===== config.mk =====
export PLATFORM = sky130hd
export DESIGN_NAME = serial_sub
export DESIGN_NICKNAME = d
export VERILOG_FILES = /design/src/rtl/serial_sub_pkg.sv /design/src/rtl/serial_sub_fs_v1.sv /design/src/rtl/serial_sub.sv
export SDC_FILE = /design/constraint.sdc
export NUM_CORES = 1
export LEC_CHECK = 0
export CORE_MARGIN = 2
export CORE_UTILIZATION = 45
export CTS_CLUSTER_SIZE = 28
export DETAILED_ROUTE_END_ITERATION = 6
export HOLD_SLACK_MARGIN = 0.06
export PLACE_DENSITY_LB_ADDON = 0.12
export RECOVER_POWER = 25
export SYNTH_ARGS = -nofsm -noshare
export SYNTH_HDL_FRONTEND = slang
export SYNTH_HIERARCHICAL = 1
export SYNTH_SLANG_ARGS = --single-unit
export TNS_END_PERCENT = 20

===== constraint.sdc =====
create_clock -name clk -period 1.2 [get_ports clk]
set_input_delay 0.18 -clock clk [delete_from_list [all_inputs] [get_ports clk]]
set_output_delay 0.18 -clock clk [all_outputs]
set_load 0.005 [all_outputs]

===== src/rtl/serial_sub_pkg.sv =====
// Shared definitions for the bit-serial subtractor: FSM state encoding and
// the bit-counter width helper.
package serial_sub_pkg;

    typedef enum logic [1:0] {
        ST_IDLE  = 2'd0,
        ST_SHIFT = 2'd1,
        ST_DONE  = 2'd2
    } state_t;

    // One extra bit so the counter can represent WIDTH itself.
    function automatic int cnt_width(input int width);
        return $clog2(width) + 1;
    endfunction

endpackage


===== src/rtl/serial_sub_fs_v1.sv =====
// Combinational full subtractor cell: diff = a - b - borrow_in, one bit.
module fs_v1 (
    output logic diff,
    output logic borrow_out,
    input  logic a,
    input  logic b,
    input  logic borrow_in
);

    assign diff       = a ^ b ^ borrow_in;
    assign borrow_out = (~a & b) | (~(a ^ b) & borrow_in);

endmodule


===== src/rtl/serial_sub.sv =====
// Bit-serial N-bit subtractor: diff = a - b - b_in, LSB first through a single
// full-subtractor cell, with start/busy/done handshake and borrow/overflow flags.
module serial_sub
    import serial_sub_pkg::*;
#(
    parameter int WIDTH = 8
) (
    input  logic             clk,
    input  logic             rst_n,
    input  logic             start,
    input  logic [WIDTH-1:0] a,
    input  logic [WIDTH-1:0] b,
    input  logic             b_in,
    output logic             busy,
    output logic             done,
    output logic [WIDTH-1:0] diff,
    output logic             borrow,
    output logic             overflow
);

    localparam int CW = cnt_width(WIDTH);

    state_t           state_r;
    state_t           next_s;
    logic [WIDTH-1:0] a_sh_r;
    logic [WIDTH-1:0] b_sh_r;
    logic [WIDTH-1:0] res_r;
    logic [CW-1:0]    cnt_r;
    logic             br_r;
    logic             d_s;
    logic             bo_s;
    logic             last_s;
    logic             br_msb_s;
    logic [WIDTH-1:0] diff_r;
    logic             borrow_r;
    logic             overflow_r;
    logic             busy_r;
    logic             done_r;

    fs_v1 u_fs (
        .diff      (d_s),
        .borrow_out(bo_s),
        .a         (a_sh_r[0]),
        .b         (b_sh_r[0]),
        .borrow_in (br_r)
    );

    assign last_s   = (cnt_r == CW'(WIDTH - 1));
    // On the last shift br_r is exactly the borrow into the MSB.
    assign br_msb_s = br_r;

    // Next-state logic for the IDLE/SHIFT/DONE sequencer.
    always_comb begin
        next_s = state_r;
        case (state_r)
            ST_IDLE: begin
                if (start) begin
                    next_s = ST_SHIFT;
                end else begin
                    next_s = ST_IDLE;
                end
            end
            ST_SHIFT: begin
                if (last_s) begin
                    next_s = ST_DONE;
                end else begin
                    next_s = ST_SHIFT;
                end
            end
            ST_DONE: next_s = ST_IDLE;
            default: next_s = ST_IDLE;
        endcase
    end

    // State, datapath shift registers and result/flag output registers.
    always_ff @(posedge clk) begin
        if (!rst_n) begin
            state_r    <= ST_IDLE;
            a_sh_r     <= '0;
            b_sh_r     <= '0;
            res_r      <= '0;
            cnt_r      <= '0;
            br_r       <= 1'b0;
            diff_r     <= '0;
            borrow_r   <= 1'b0;
            overflow_r <= 1'b0;
            busy_r     <= 1'b0;
            done_r     <= 1'b0;
        end else begin
            state_r <= next_s;
            busy_r  <= (next_s != ST_IDLE);
            done_r  <= (next_s == ST_DONE);
            case (state_r)
                ST_IDLE: begin
                    if (start) begin
                        a_sh_r <= a;
                        b_sh_r <= b;
                        br_r   <= b_in;
                        cnt_r  <= '0;
                        res_r  <= '0;
                    end
                end
                ST_SHIFT: begin
                    a_sh_r <= {1'b0, a_sh_r[WIDTH-1:1]};
                    b_sh_r <= {1'b0, b_sh_r[WIDTH-1:1]};
                    res_r  <= {d_s, res_r[WIDTH-1:1]};
                    br_r   <= bo_s;
                    cnt_r  <= cnt_r + CW'(1);
                    if (last_s) begin
                        diff_r     <= {d_s, res_r[WIDTH-1:1]};
                        borrow_r   <= bo_s;
                        overflow_r <= br_msb_s ^ bo_s;
                    end
                end
                default: begin
                end
            endcase
        end
    end

    assign busy     = busy_r;
    assign done     = done_r;
    assign diff     = diff_r;
    assign borrow   = borrow_r;
    assign overflow = overflow_r;

endmodule

==> results.yml, run 1 <==
run_status:
  outcome: "finished with violations"
  violations: "negative setup slack"
min_path:
  hold_end: "b_sh_r[1]$_SDFFE_PN0P_"
  hp-class: "in -> reg"
  hp-start: "b[1]"
  holdPathStages: 3
sta:
  fin_crit_sh: 1.06
  fin_ws_ps: -74.1
  finalMaxSlewViolations: 0
  fmax_mhz: 785
  post-route-min-period_ps: 1270
  rsz0062_at_grt: "true"
  relSlewSlack: 0.762
  fin_setup_tns_ps: -75.9
  finalHoldViolCount: 0
  tightest_slew_ps: 357
  final-setup-viol-count: 2
  finClkSkew_ps: 6.41
yosys:
  yosys_warnings: 6
  synth_edf_count: 0
  synthDistinctLibCells: 32
  synthCells: 194
  synth_seq_area_share: 0.494
  yosys.cell_count.top_type: "dfxtp_1"
  synthArstFlopShare: 0
  avgSynthCellArea_sq_um: 8.78
  synth_top_area_cell: "dfxtp_1"
  synth_area_leaders: "dfxtp_1 (49%), a21oi_1 (8.5%), nand2_1 (7.7%)"
  synth_seq_cells: 42
  synth_fp_nets: 216
  synth_flop_cell: "dfxtp_1"
  synthesis.area_sq_um: 1700
  ys_top_cells_by_count: "dfxtp_1 (42), nand2_1 (35), a21oi_1 (29)"
  synth_top_area_frac: 0.494
floorplanning:
  die_area_sq_um: 4290
  rows: 22
  die-width_um: 65.5
  initial_utilization: 0.465
  core-area_sq_um: 3660
  die_h_um: 65.5
  io_pins: 32
route:
  drt_iter0_drc: 54
  via_per_inst: 5.33
  wl_per_cell_um: 13.5
  postRouteAntennaNets: 0
  num_vias: 1492
  drt_pre_antenna_iters: 4
  wl_mm: 3.77
  drcViolationCount: 0
power_and_ir_drop:
  seq_power_share: 0.546
  clkPwrFrac: 0.308
  internal-power_uw: 2060
  p_per_area_nw_per_um2: 1180
  total_power_uw: 2730
  peakVddDrop_mv: 0.754
  switching_share: 0.246
  leakagePower_uw: 0.000945
  power.switching_uw: 671
  pwr-share-comb: 0.145
critical_path:
  worst_r2r_path_depth: 5
  cp_data_required_time_ps: 1390
  cp_data_arrival_time_ps: 1460
  timing.rr.start: "br_msb_s$_SDFFE_PN0P_"
  r2r_end: "overflow$_SDFFE_PN0P_"
  ff2ff_setup_slack_ps: -70
  cp_max_fo: 2
  end_kind: "flop"
  start_kind: "flop"
  critPathKind: "reg -> reg"
placed_design:
  io_buffers: 31
  place_area_sq_um: 2140
  dp_cells: 270
  place_congestion: 0.745
clock_tree:
  cts_hold_buf: 0
  clk_pin_slew_ps: 70
  cts_made_buffers: 5
  cts_num_sinks: 42
  clock_latency_ps: 290
  cts_tree: "done"
  cts_buffer_depth: 2
  cts-root-buf: "clkbuf_8"
  h-tree-depth: 2
global_route:
  grt_max_degree: 36
  antenna_found_initial: 0
  track_usage: 0.183
  grt_pass1_wl_mm: 6.11
  globalRouteOverflowTotal: 0
  grt_pass1_vias: 1435
layout:
  utilization: 0.632
  area_growth_pct: 35.8
  fin_nets: 254
  diodes: 0
  final_cell_area_sq_um: 2310
  drive_gt1_frac: 0.172
  final_cells: 280
job:
  drv_cap: 0
[cell usage in the layout, fill, tap and decap left out, drive strengths merged, types with 2 or more instances in the layout]
cell and count:
dfxtp 42, nand2 35, a21oi 29, clkdlybuf4s50 19
o21ai 15, nor2 13, dlygate4sd2 12, buf 12
a22oi 10, clkbuf 10, mux2i 9, nor3 3
inv 3, a31oi 2, nand3 2
[what timing repair did]
item,in CTS,in global routing
setup endpoints to repair,16,35
pin swaps,0,10
setup buffers,0,1
gates cloned,0,2
resized for setup,19,11
[flip-flops by register name, summed over array words and instances (netlist names)]
| name | count |
|---|---|
| a_sh_r | 8 |
| b_sh_r | 8 |
| diff | 8 |
| res_r | 7 |
| cnt_r | 4 |
| state_r | 2 |
| borrow | 1 |
| br_msb_s | 1 |
| busy | 1 |
| done | 1 |
| overflow | 1 |
[per-layer routing]
metal	global-route usage	wire (um)	share of wire
met2	0.304	1860	0.49
met1	0.232	1660	0.44
met4	0.0703	46	0.012
met3	0.0411	212	0.056
met5	0	0	0
[how the worst max path moves through the flow]
stage | start | end
after floorplan | state_r[1]$_SDFF_PN0_ | cnt_r[3]$_SDFFE_PN0P_
after global placement | start | cnt_r[2]$_SDFFE_PN0P_
after detailed placement | start | cnt_r[2]$_SDFFE_PN0P_
after CTS | b_sh_r[0]$_SDFFE_PN0P_ | overflow$_SDFFE_PN0P_
after global routing | br_msb_s$_SDFFE_PN0P_ | overflow$_SDFFE_PN0P_
final | br_msb_s$_SDFFE_PN0P_ | overflow$_SDFFE_PN0P_
[worst max-delay path, stage by stage (launching register included)]
cell,delay (ps)
dfxtp_2,340
inv_2,40
fa_2,350
inv_2,80
xnor2_2,80
o41ai_2,290
[kinds of logic (layout without fill, tap and decap cells)]
logic type / count (synthesis) / after routing / synth area share
buffers and inverters: 19 / 57 / 0.0632
AOI/OAI and AO/OA: 62 / 62 / 0.213
and+or+nand+nor: 59 / 59 / 0.153
adders and majority gates: 2 / 2 / 0.0191
xor gates and xnor gates: 1 / 1 / 0.00514
muxes: 9 / 9 / 0.0529
DFF: 42 / 42 / 0.494
[layout make-up]
class | count | area, sq um
fillers | 334 | 1350
well taps | 48 | 60.1
repair buffers | 46 | 494
flip-flops and latches | 42 | 857
inverters | 4 | 15.0
multi-input cells | 133 | 810
clock buffers | 7 | 76.3
[power groups by stage]
stage          Combinational [uW]  Clock [uW]  Sequential (uW)
5_1_grt                       437         909             1500
2_1_floorplan                 205           0             1520
6_report                      397         842             1490
3_5_place_dp                  349           0             1520
4_1_cts                       353         867             1490
3_3_place_gp                  343           0             1520
[per-stage QoR]
stage          setup WS (ps)  hold WS [ps]
2_1_floorplan           1.93           314
3_3_place_gp            -198           443
3_5_place_dp            -206           449
4_1_cts                -6.58           430
5_1_grt                 -135           453
6_report               -74.1           435
(Power assumes the default switching activity.)
==> run 2, diff against run 1 <==
- SLEW_MARGIN: unset -> 0
- TNS_END_PERCENT: 20 -> unset
==> results.yml, run 2 (same netlist as run 1, synthesis figures left out) <==
run_status:
  outcome: "finished with violations"
  violations: "negative setup slack"
critical_path:
  cp_data_required_time_ps: 1360
  crit_buf_inv: 1
  max_stage_delay_ps: 370
  end_kind: "flop"
  cpLargestDelayFamily: "flip-flops"
  cp_slowest_cell: "dfxtp_4"
  cp.depth: 5
  start_kind: "flop"
  critPathLaunch: "cnt_r[0]$_SDFFE_PN0P_"
  cp_max_fo: 5
  endpoint: "overflow$_SDFFE_PN0P_"
  cp_data_arrival_time_ps: 1400
  cp_cell_sequence: "ha_4, nand4b_4, buf_6, o211ai_1, o41ai_2"
  worst_r2r_path_depth: 5
  timing.rr.start: "cnt_r[0]$_SDFFE_PN0P_"
  ff2ff_setup_slack_ps: -30
  critPathKind: "reg -> reg"
  r2r_end: "overflow$_SDFFE_PN0P_"
sta:
  finalMaxSlewViolations: 0
  fmax_mhz: 812
  rsz0062_at_grt: "true"
  final-setup-viol-count: 4
  relSlewSlack: 0.766
  finalHoldViolCount: 0
  whs_ps: 436
  post-route-min-period_ps: 1230
  fin_crit_sh: 1.03
  fin_ws_ps: -31.3
  tightest_slew_ps: 351
  finClkSkew_ps: 5.32
clock_tree:
  cts_hold_buf: 0
  clock_latency_ps: 290
  clk_pin_slew_ps: 70
  cts_made_buffers: 5
  h-tree-depth: 2
  cts_num_sinks: 42
  cts-root-buf: "clkbuf_8"
  cts_buffer_depth: 2
  cts_tree: "done"
floorplanning:
  rows: 22
  core-area_sq_um: 3660
  initial_utilization: 0.465
  die_h_um: 65.5
  die-width_um: 65.5
  die_area_sq_um: 4290
  io_pins: 32
global_route:
  grt_pass1_wl_mm: 6.13
  track_usage: 0.183
  grtUsageMet2: 0.302
  grtUsageMet1: 0.234
  antenna_found_initial: 0
  grt_max_degree: 36
  met3_usage: 0.0411
  grt_pass1_vias: 1441
  globalRouteOverflowTotal: 0
  busiest_layer: "met2"
layout:
  final_common_cell: "nand2_1"
  layout_common_cells: "nand2_1 (35), dfxtp_1 (33), a21oi_1 (21)"
  area_growth_pct: 39.3
  drive_gt1_frac: 0.215
  fin_nets: 255
  diodes: 0
placed_design:
  dp_slack_ps: -206
  place_congestion: 0.745
  io_buffers: 31
power_and_ir_drop:
  p_per_area_nw_per_um2: 1170
  leakagePower_uw: 0.000958
  peakVddDrop_mv: 0.736
route:
  drt_iter0_drc: 76
  wl_per_cell_um: 14.1
  via_per_inst: 5.31
  drcViolationCount: 0
  num_vias: 1491
  drt_pre_antenna_iters: 4
  postRouteAntennaNets: 0
  wl_mm: 3.96
job:
  drv_cap: 0
min_path:
  hp-class: "in -> reg"
  hp-start: "b[1]"
[run 2: cell types whose count changed in the layout (fill, tap and decap cells not counted), sizes merged]
cell  previous run  this run
buf             12        13
[run 2: worst register-to-register path, delay by kind of cell (launching register included)]
family	cells	cell delay, ps
flip-flops	1	370
buffers and inverters	1	150
adder cells (fa/ha/maj)	1	150
AO/OA/AOI/OAI	2	320
AND/OR/NAND/NOR	1	120
[run 2: power breakdown]
group          internal (uW)  leakage, uW  total (uW)  switching [uW]
sequential              1450     0.000348        1490            39.7
combinational            218     0.000572         428             210
clock                    401    0.0000383         843             443
total                   2070     0.000958        2770             692
[run 2: layer usage]
metal / wire length [um] / part of all wire
met1: 1720 / 0.44
met3: 205 / 0.052
met4: 22 / 0.0056
met2: 2010 / 0.51
met5: 0 / 0
[run 2: layout make-up]
| type | count | area [sq um] |
|---|---|---|
| multi-input cells | 133 | 852 |
| inverters | 4 | 15.0 |
| flip-flops and latches | 42 | 860 |
| fillers | 319 | 1290 |
| well taps | 48 | 60.1 |
| repair buffers | 47 | 509 |
| clock buffers | 7 | 76.3 |
[run 2: repair_timing]
item | in CTS | in global routing
setup endpoints to repair | 16 | 20
buffers inserted | 0 | 1
gates cloned | 0 | 3
gates resized for setup | 24 | 18
pin swaps | 3 | 17
hold endpoints to repair | 0 | 0
[run 2: worst min-delay path by stage]
stage | cells past startpoint | endpoint
after global placement | 2 | diff[1]$_SDFFE_PN0P_
after global routing | 3 | b_sh_r[1]$_SDFFE_PN0P_
final | 3 | b_sh_r[1]$_SDFFE_PN0P_
after detailed placement | 2 | diff[5]$_SDFFE_PN0P_
after CTS | 3 | b_sh_r[1]$_SDFFE_PN0P_
after floorplan | 2 | a_sh_r[0]$_SDFFE_PN0P_
[run 2: metrics by stage]
stage / utilization / area, sq um / power, uW / setup TNS, ps / std cells
6_report: 0.648 / 2370 / 2770 / -47.2 / 281
5_1_grt: 0.648 / 2370 / 2880 / -1200 / 281
4_1_cts: 0.608 / 2230 / 2720 / -47.1 / 277
3_5_place_dp: 0.586 / 2140 / 1870 / -4400 / 270
3_3_place_gp: 0.586 / 2140 / 1860 / -3640 / 270
2_1_floorplan: - / 1730 / 1720 / 0 / 194
